## src/rtl/sram_pkg.sv

```systemverilog
// Shared types and constants for the 16-bit SRAM data-memory controller.
package sram_pkg;

  // First byte address of data memory when the instantiation does not override it.
  localparam logic [31:0] BASE_ADDR_DEFAULT = 32'd1024;

  // Pipeline word width and external SRAM data width.
  localparam int DATA_W  = 32;
  localparam int SRAM_DW = 16;

  // Access sequencer: low half, high half, then a one-cycle completion slot.
  typedef enum logic [1:0] {
    IDLE = 2'd0,
    LO   = 2'd1,
    HI   = 2'd2,
    DONE = 2'd3
  } state_t;

endpackage

```

## src/rtl/sram_mem_controller_if.sv

```systemverilog
// Pipeline-side memory-stage bus: request, address and data in, load data and
// ready (stall) out. The pipeline is the master, the controller the slave.
interface sram_mem_controller_if;
  import sram_pkg::*;

  logic [DATA_W-1:0] storeValue;
  logic [DATA_W-1:0] address;
  logic              MEM_W_EN;
  logic              MEM_R_EN;
  logic [DATA_W-1:0] loadValue;
  logic              ready;

  modport master (
    output storeValue, address, MEM_W_EN, MEM_R_EN,
    input  loadValue, ready
  );

  modport slave (
    input  storeValue, address, MEM_W_EN, MEM_R_EN,
    output loadValue, ready
  );

endinterface

```

## src/rtl/sram_addr_map.sv

```systemverilog
// Byte address to SRAM half-word address mapping, plus the in-range flag.
// With SRAM_BOUNDS_CHECK_EN defined, the flag is real: address must be at or
// above BASE_ADDR and the word index must fit in ADDR_W-1 bits. Otherwise the
// flag is tied high and the index simply wraps modulo the SRAM depth.
module sram_addr_map
  import sram_pkg::*;
#(
  parameter logic [31:0] BASE_ADDR = BASE_ADDR_DEFAULT,
  parameter int          ADDR_W    = 18
) (
  input  logic [DATA_W-1:0] i_address,
  output logic [ADDR_W-1:0] o_addr_lo,
  output logic [ADDR_W-1:0] o_addr_hi,
  output logic              o_in_range
);

  logic [31:0]       w_offset;
  logic [29:0]       w_index_full;
  logic [ADDR_W-2:0] w_index;

  // Byte offset into data memory; bits [1:0] select a byte and are dropped.
  assign w_offset     = i_address - BASE_ADDR;
  assign w_index_full = w_offset[31:2];
  assign w_index      = w_index_full[ADDR_W-2:0];

  // Each word occupies two consecutive SRAM half-words, low half first.
  assign o_addr_lo = {w_index, 1'b0};
  assign o_addr_hi = {w_index, 1'b1};

`ifdef SRAM_BOUNDS_CHECK_EN
  logic w_unused_bits;
  assign w_unused_bits = ^w_offset[1:0];
  // Below BASE_ADDR, or an index needing more than ADDR_W-1 bits, is out of range.
  assign o_in_range = (i_address >= BASE_ADDR) &&
                      ((w_index_full >> (ADDR_W - 1)) == '0);
`else
  logic w_unused_bits;
  assign w_unused_bits = ^{w_offset[1:0], w_index_full[29:ADDR_W-1]};
  assign o_in_range    = 1'b1;
`endif

endmodule

```

## src/rtl/sram_mem_controller.sv

```systemverilog
// Memory-stage responder for a 16-bit external SRAM. Each 32-bit access is
// split into a low and a high half-word cycle of WAIT_CYCLES+1 clocks each;
// ready stays low until the DONE slot so the pipeline freezes meanwhile.
// Optional feature: SRAM_BOUNDS_CHECK_EN turns out-of-range accesses into a
// one-cycle no-op (reads return 0, no SRAM write strobe).
module sram_mem_controller
  import sram_pkg::*;
#(
  parameter logic [31:0] BASE_ADDR   = BASE_ADDR_DEFAULT,
  parameter int          ADDR_W      = 18,
  parameter int          WAIT_CYCLES = 1
) (
  input  logic                  clk,
  input  logic                  rst_n,
  sram_mem_controller_if.slave  bus,
  output logic [ADDR_W-1:0]     SRAM_ADDR,
  output logic [SRAM_DW-1:0]    SRAM_DQ_OUT,
  input  logic [SRAM_DW-1:0]    SRAM_DQ_IN,
  output logic                  SRAM_DQ_OE,
  output logic                  SRAM_WE_N
);

  localparam int             CNT_W    = $clog2(WAIT_CYCLES + 1);
  localparam logic [CNT_W-1:0] CNT_LAST = CNT_W'(WAIT_CYCLES);

  state_t              r_state;
  state_t              w_next_state;
  logic [CNT_W-1:0]    r_cnt;
  logic                r_is_write;
  logic [ADDR_W-1:0]   r_addr_lo;
  logic [ADDR_W-1:0]   r_addr_hi;
  logic [DATA_W-1:0]   r_wdata;
  logic [SRAM_DW-1:0]  r_rdata_lo;
  logic [DATA_W-1:0]   r_load_value;

  logic                w_req;
  logic                w_start;
  logic                w_cnt_last;
  logic                w_in_access;
  logic                w_ready;
  logic [ADDR_W-1:0]   w_addr_lo;
  logic [ADDR_W-1:0]   w_addr_hi;
  logic                w_in_range;

  sram_addr_map #(
    .BASE_ADDR (BASE_ADDR),
    .ADDR_W    (ADDR_W)
  ) u_addr_map (
    .i_address  (bus.address),
    .o_addr_lo  (w_addr_lo),
    .o_addr_hi  (w_addr_hi),
    .o_in_range (w_in_range)
  );

  // Simultaneous read and write requests resolve to a write (r_is_write latches MEM_W_EN).
  assign w_req       = bus.MEM_W_EN | bus.MEM_R_EN;
  assign w_start     = (r_state == IDLE) && w_req;
  assign w_cnt_last  = (r_cnt == CNT_LAST);
  assign w_in_access = (r_state == LO) || (r_state == HI);

  // State register; reset drops straight to IDLE, releasing the write strobe at once.
  always_ff @(posedge clk or negedge rst_n) begin
    if (!rst_n) r_state <= IDLE;
    else        r_state <= w_next_state;
  end

  // Next-state logic plus ready and SRAM strobes, all decoded from the current state.
  always_comb begin
    // NOTE: every output gets a default before the case, so no path can infer a latch.
    w_next_state = r_state;
    w_ready      = 1'b1;
    SRAM_DQ_OE   = 1'b0;
    SRAM_WE_N    = 1'b1;
    case (r_state)
      IDLE: begin
        w_ready = ~w_req;
        if (w_req) w_next_state = w_in_range ? LO : DONE;
      end
      LO: begin
        w_ready    = 1'b0;
        SRAM_DQ_OE = r_is_write;
        SRAM_WE_N  = ~(r_is_write && (r_cnt != '0));
        if (w_cnt_last) w_next_state = HI;
      end
      HI: begin
        w_ready    = 1'b0;
        SRAM_DQ_OE = r_is_write;
        SRAM_WE_N  = ~(r_is_write && (r_cnt != '0));
        if (w_cnt_last) w_next_state = DONE;
      end
      DONE:    w_next_state = IDLE;
      default: w_next_state = IDLE;
    endcase
  end

  assign bus.ready     = w_ready;
  assign bus.loadValue = r_load_value;

  // Address and data lines follow the latched request; the half is chosen by state.
  assign SRAM_ADDR   = (r_state == HI) ? r_addr_hi : r_addr_lo;
  assign SRAM_DQ_OUT = (r_state == HI) ? r_wdata[DATA_W-1:SRAM_DW] : r_wdata[SRAM_DW-1:0];

  // Per-half cycle counter: first cycle is setup, the remaining ones are the strobe.
  always_ff @(posedge clk or negedge rst_n) begin
    // NOTE: sequential state uses non-blocking assignments so every flop samples pre-edge values.
    if (!rst_n)                          r_cnt <= '0;
    else if (w_in_access && !w_cnt_last) r_cnt <= r_cnt + CNT_W'(1);
    else                                 r_cnt <= '0;
  end

  // Capture the request in IDLE; later pipeline changes are ignored until DONE.
  always_ff @(posedge clk or negedge rst_n) begin
    if (!rst_n) begin
      r_is_write <= 1'b0;
      r_addr_lo  <= '0;
      r_addr_hi  <= '0;
      r_wdata    <= '0;
    end else if (w_start) begin
      r_is_write <= bus.MEM_W_EN;
      if (w_in_range) begin
        r_addr_lo <= w_addr_lo;
        r_addr_hi <= w_addr_hi;
        if (bus.MEM_W_EN) r_wdata <= bus.storeValue;
      end
    end
  end

  // Read data path: low half parked, full word committed on entry to DONE.
  always_ff @(posedge clk or negedge rst_n) begin
    if (!rst_n) begin
      r_rdata_lo   <= '0;
      r_load_value <= '0;
    end else begin
      if ((r_state == LO) && w_cnt_last && !r_is_write)
        r_rdata_lo <= SRAM_DQ_IN;
      if ((r_state == HI) && w_cnt_last && !r_is_write)
        r_load_value <= {SRAM_DQ_IN, r_rdata_lo};
      else if (w_start && !w_in_range && !bus.MEM_W_EN)
        r_load_value <= '0;
    end
  end

endmodule

```

## src/flat_wrapper.sv

```systemverilog
// flat-port wrapper written by rule: the top's interface ports become plain ports
module sram_mem_controller_flat import sram_pkg::*;
#(
  parameter logic [31:0] BASE_ADDR   = BASE_ADDR_DEFAULT,
  parameter int          ADDR_W      = 18,
  parameter int          WAIT_CYCLES = 1
)
  (clk, rst_n, SRAM_ADDR, SRAM_DQ_OUT, SRAM_DQ_IN, SRAM_DQ_OE, SRAM_WE_N, bus_storeValue, bus_address, bus_MEM_W_EN, bus_MEM_R_EN, bus_loadValue, bus_ready);
  sram_mem_controller_if bus_i ();
  input  logic clk;
  input  logic rst_n;
  output logic [ADDR_W-1:0] SRAM_ADDR;
  output logic [SRAM_DW-1:0] SRAM_DQ_OUT;
  input  logic [SRAM_DW-1:0] SRAM_DQ_IN;
  output logic SRAM_DQ_OE;
  output logic SRAM_WE_N;
  input wire logic [$bits(bus_i.storeValue)-1:0] bus_storeValue;
  input wire logic [$bits(bus_i.address)-1:0] bus_address;
  input wire logic [$bits(bus_i.MEM_W_EN)-1:0] bus_MEM_W_EN;
  input wire logic [$bits(bus_i.MEM_R_EN)-1:0] bus_MEM_R_EN;
  output wire logic [$bits(bus_i.loadValue)-1:0] bus_loadValue;
  output wire logic [$bits(bus_i.ready)-1:0] bus_ready;
  assign bus_i.storeValue = bus_storeValue;
  assign bus_i.address = bus_address;
  assign bus_i.MEM_W_EN = bus_MEM_W_EN;
  assign bus_i.MEM_R_EN = bus_MEM_R_EN;
  assign bus_loadValue = bus_i.loadValue;
  assign bus_ready = bus_i.ready;
  sram_mem_controller #(.BASE_ADDR(BASE_ADDR), .ADDR_W(ADDR_W), .WAIT_CYCLES(WAIT_CYCLES)) u_core (.clk(clk), .rst_n(rst_n), .bus(bus_i), .SRAM_ADDR(SRAM_ADDR), .SRAM_DQ_OUT(SRAM_DQ_OUT), .SRAM_DQ_IN(SRAM_DQ_IN), .SRAM_DQ_OE(SRAM_DQ_OE), .SRAM_WE_N(SRAM_WE_N));
endmodule
```

## config.mk

```make
export PLATFORM = sky130hd
export DESIGN_NAME = sram_mem_controller_flat
export DESIGN_NICKNAME = d
export VERILOG_FILES = /design/src/rtl/sram_pkg.sv /design/src/rtl/sram_mem_controller_if.sv /design/src/rtl/sram_addr_map.sv /design/src/rtl/sram_mem_controller.sv /design/src/flat_wrapper.sv
export SDC_FILE = /design/constraint.sdc
export NUM_CORES = 1
export LEC_CHECK = 0
export BUFFER_PORTS_ARGS = -buffer_cell sky130_fd_sc_hd__buf_2
export CAP_MARGIN = 25
export CORE_UTILIZATION = 35
export DETAILED_ROUTE_END_ITERATION = 10
export PLACE_DENSITY_LB_ADDON = 0.1
export SYNTH_ARGS = -nofsm -noshare
export SYNTH_HDL_FRONTEND = slang
export SYNTH_SLANG_ARGS = --single-unit
```

## constraint.sdc

```tcl
create_clock -name clk -period 2 [get_ports clk]
set_input_delay 0.1 -clock clk [delete_from_list [all_inputs] [get_ports clk]]
set_output_delay 0.1 -clock clk [all_outputs]
set_load 0.02 [all_outputs]
```

# Yosys cells after proc, flatten, opt, wreduce, memory -nomap -nowiden
# Cells that the tools add are included.
# W data, S select, Z words.
# word_totals
out_inout_bits	69
input_bits	84
ff_bits	119
# classes
n_reduce_logical	14
bitwise_logic	3
n_addsub	2
eq_ne	6
mux	10
# op_table
operator	n
$sub A19 B11 Y19 const B	1
$mux W18	1
$mux W16	1
$pmux W2 S4	1
$logic_and A1 B1 Y1	7
$mux W2	3
$ne A2 B1 Y1 const B	3
$eq A2 B2 Y1 const B	2
$mux W1	3
$reduce_and A3 Y1	1
$eq A2 B1 Y1 const B	1
$logic_not A1 Y1	2
$logic_not A2 Y1	1
$not A1 Y1	2
$pmux W1 S2	1
$reduce_and A2 Y1	1
$reduce_or A2 Y1	1
$add A1 B1 Y1 const B	1
$logic_or A1 B1 Y1	1
$or A1 B1 Y1	1

# Longest topological paths before layout
# logic_depth
depth_word	4
ltp_mapped	7
ltp_nobuf	5

# Hierarchy
# From an unflattened synthesis, not the netlist that was laid out.
# unflattened
hier_cells	364
hier_area_um2	5331.4
# modules_own_cells
module	area_each_um2	cells_per_inst	seq_area_each_um2	n_inst
sram_mem_controller	4966.0	314	3002.9	1
sram_addr_map	365.4	50	0.0	1

# Worst setup path before layout
# OpenSTA, ideal clock, no wires.
# synth_timing
kind	register to output
from	register u_core.r_state[0]
to	output SRAM_DQ_OUT[10]
path_stages_with_launch	6
setup_slack_ps	288
t_arrival_ps	1612
required_time_ps	1900
path_cell_list	dfrtp_1 -> inv_1 -> ha_1 -> clkbuf_1 -> buf_2 -> mux2_2
# synth_via
elab_chain_cells	2
# synth_lines
element	line_no	text
from (decl)	sram_mem_controller.sv:26	state_t r_state;
from (signal assigned)	sram_mem_controller.sv:64	else r_state <= w_next_state;
$eq A2 B2 Y1	sram_mem_controller.sv:101	assign SRAM_DQ_OUT = (r_state == HI) ? r_wdata[DATA_W-1:SRAM_DW] : r_wdata[SRAM_DW-1:0];
$mux W16	sram_mem_controller.sv:101	
to (decl)	flat_wrapper.sv:13	output logic [SRAM_DW-1:0] SRAM_DQ_OUT;
# Every way passes these cells.

# Final worst setup path
# layout_timing
from	register u_core.r_state[0]
to	output SRAM_DQ_OUT[2]
# Same word-level chain as after synthesis.

==> impl_metrics.env <==
export IMPL_ys_ff_latch=102
export IMPL_critPathLaunch="u_core.r_state[0]$_DFFE_PN0P_"
export IMPL_antenna_found_initial=0
export IMPL_post_place_ws_ps=251
export IMPL_grt_max_degree=49
export IMPL_tns_ps=0
export IMPL_h_tree_depth=3
export IMPL_synth_compound_area_share_pct=2.61
export IMPL_avgRoutedWirePerCell_um=13.4
export IMPL_drive_gt1_share_pct=52.1
export IMPL_syn_area_um2=4230
export IMPL_switching_share_pct=36.3
export IMPL_via_count=2954
export IMPL_clk_pin_slew_ps=60
export IMPL_worst_setup_path_start_kind="register"
export IMPL_drc_errors=12
export IMPL_powerDensity_nw_per_um2=1620
export IMPL_wl_mm=8.62
export IMPL_synth_xor_area_share_pct=0.415
export IMPL_cts_setup_buffers=0
export IMPL_cts_made_buffers=9
export IMPL_hp_class="input port to register"
export IMPL_grt_pass1_vias=3093
export IMPL_finalHoldViolCount=0
export IMPL_ant_nets=0
export IMPL_drtIter0Drc=74
export IMPL_setup_slack_ps=102
export IMPL_synth_area_per_cell_um2=13.5
export IMPL_crit_type="register to output pin"
export IMPL_worstMarginPinSlew_ps=529
export IMPL_firstDrtPassIters=9
export IMPL_drv_cap=0
export IMPL_clockBufferDepth=2
export IMPL_clock_sinks=102
export IMPL_arrival_ps=1800
export IMPL_n_fill_cell=1070
export IMPL_netlist_instances=313
export IMPL_clock_fmax_mhz=527
export IMPL_synthAdderAreaFrac_pct=1.48
export IMPL_fin_crit_sh_pct=94.9
export IMPL_die_w_um=112
export IMPL_leakagePower_uw=0.00278
export IMPL_root_buffer="clkbuf_16"
export IMPL_syn_nets=402
export IMPL_cp_end_kind="output pin"
export IMPL_fp_row_count=39
export IMPL_final_util_pct=50.9
export IMPL_fin_nets=583
export IMPL_cp_max_fo=18
export IMPL_viasPerCell=4.60
export IMPL_violations="DRC"
export IMPL_power_frac_seq_pct=37.6
export IMPL_initial_utilization_pct=36.4
export IMPL_grt_first_pass_wirelength_mm=14.5
export IMPL_rsz0062_at_grt="no"
export IMPL_yosysWarningCount=0
export IMPL_synth_top_family_by_area="multiplexers"
export IMPL_diodes=0
export IMPL_syn2layout_area_growth_pct=39.9
export IMPL_grt_usage_pct=14.8
export IMPL_pwr_share_comb_pct=44.7
export IMPL_status="finished, violations left"
export IMPL_hold_start="SRAM_DQ_IN[10]"
export IMPL_synth_simple_area_share_pct=5.83
export IMPL_ios=153
export IMPL_fin_crit_ps=1900
export IMPL_gp_congestion=0.691
export IMPL_fin_skew_ps=2.12
export IMPL_core_area_um2=11600
export IMPL_finalSetupViolations=0
export IMPL_maxSlewHeadroom_pct=64.8
export IMPL_worstPathRequired_ps=1900
export IMPL_p_int_uw=6090
export IMPL_slew_violations=0
export IMPL_hpwl_mm=5.82
export IMPL_die_h_um=112
export IMPL_p_sw_uw=3470
export IMPL_vdd_ir_drop_max_v=0.000700
export IMPL_cts_tree="built"
export IMPL_dieArea_um2=12500
export IMPL_reg2reg_from="u_core.r_state[0]$_DFFE_PN0P_"
export IMPL_clk_insertion_delay_late_ps=340
export IMPL_ys_seq_area_share_pct=60.4
export IMPL_synth_cell_types=26
export IMPL_muxShareOfSynthArea_pct=26.1
export IMPL_clock_power_share_pct=17.8
export IMPL_portBuffers=137
export IMPL_overflow=0
[registers in the layout, indices dropped and copies added, names as in the netlist]
name / flops
u_core.r_addr_hi: 18
u_core.r_rdata_lo: 16
u_core.r_cnt: 1
u_core.r_wdata: 32
u_core.r_is_write: 1
u_core.r_state: 2
u_core.bus.loadValue: 32
[power groups by stage]
stage,Combinational [uW],Sequential (uW),Clock [uW]
floorplan,2610,3940,0
global placement,4180,3580,0
detailed placement,4240,3630,0
CTS,4330,3600,1760
global route,4640,3740,1840
finish,4270,3590,1700
[path summary, 6_finish.rpt]
kind,cells past startpoint,slack [ps],endpoint
max in group asynchronous,3,1060,u_core.r_wdata[17]$_DFFE_PN0P_
min reg2reg,1,460,u_core.r_addr_hi[0]$_DFFE_PN0P_
min,2,10,u_core.bus.loadValue[26]$_DFFE_PN0P_
min in group asynchronous,2,290,u_core.r_addr_hi[4]$_DFFE_PN0P_
max reg2reg,5,270,u_core.r_state[1]$_DFFE_PN0P_
max,5,100,SRAM_DQ_OUT[2]
[cells by family (layout without fill, tap and decap cells)]
kind of cell | count (synthesis) | in the layout
flip-flops | 102 | 102
multiplexers | 98 | 98
AND/OR/NAND/NOR | 54 | 54
buffers and inverters | 34 | 220
AO/OA/AOI/OAI | 18 | 18
adder cells (fa/ha/maj) | 5 | 5
XOR/XNOR | 2 | 2
[stage by stage]
step | cells | hold slack [ps] | cell area [um2] | total power (uW)
finish | 642 | 13.7 | 5910 | 9550
global route | 642 | 3.98 | 5910 | 10200
CTS | 642 | 1.35 | 5910 | 9700
detailed placement | 574 | 121 | 5090 | 7870
global placement | 574 | 116 | 5090 | 7760
floorplan | 313 | -196 | 4230 | 6560
[per-layer routing]
layer / up-vias / part of all wire [%] / track usage [%]
met5: - / 0 / 0
met4: 0 / 1.6 / 5.95
met3: 11 / 7.3 / 5.17
met2: 83 / 50 / 26.1
met1: 1436 / 41 / 16.3
li1: 1424 / - / -
[cells in the mapped netlist (all sizes together)]
library cell / number / area share, %
inv: 5 / 0.44
o21a: 1 / 0.18
a21oi: 1 / 0.12
mux2: 97 / 26
or3b: 1 / 0.21
xnor2: 2 / 0.41
nand2: 34 / 3.0
ha: 5 / 1.5
or4: 3 / 0.62
a31oi: 5 / 0.74
dfrtp: 102 / 60
nor2b: 2 / 0.30
o32ai: 1 / 0.21
clkbuf: 21 / 1.9
or3: 3 / 0.44
o31ai: 3 / 0.53
nor2: 7 / 0.62
o21ai: 7 / 0.83
nand2b: 1 / 0.15
buf: 8 / 0.86
and2: 2 / 0.30
mux2i: 1 / 0.24
nor3b: 1 / 0.18
[critical path: stages, from the launching register on]
cell and delay [ps]:
dfrtp_1 380, inv_1 120, ha_1 230, buf_8 200, mux2_2 360, buf_2 160
[cell type report]
type,count,area [um2],share of cell area [%]
clock buffer,10,229,3.87
multi-input combinational,177,1540,26.0
tap,143,179,3.03
timing repair buffer,199,1330,22.5
inverter,5,18.8,0.318
clock inverter,6,62.6,1.06
sequential,102,2550,43.2
[placed cells by master, fill, tap and decap left out, types with 2 or more instances in the layout]
master / synthesis / routed
xnor2_1: 2 / 2
buf_4: 0 / 7
nor2b_1: 2 / 2
clkinv_2: 0 / 2
dfrtp_1: 102 / 102
dlygate4sd3_1: 0 / 52
clkinvlp_4: 0 / 3
buf_12: 0 / 3
mux2_2: 97 / 97
or4_1: 2 / 2
nand2_1: 34 / 34
clkbuf_16: 0 / 9
inv_1: 5 / 5
and2_1: 2 / 2
nor2_1: 7 / 7
o31ai_1: 3 / 3
o21ai_0: 6 / 6
buf_2: 5 / 136
or3_1: 3 / 3
a31oi_1: 5 / 5
ha_1: 5 / 5
[repair_timing]
| action | in CTS | in global routing |
|---|---|---|
| pin swaps | 0 | 0 |
| gates cloned | 0 | 0 |
| endpoints found under the setup margin | 4 | 4 |
| resized for setup | 1 | 1 |
| hold endpoints to repair | 94 | 0 |
| hold buffers | 52 | 0 |
No activity file was read; power rests on OpenSTA's default activity.
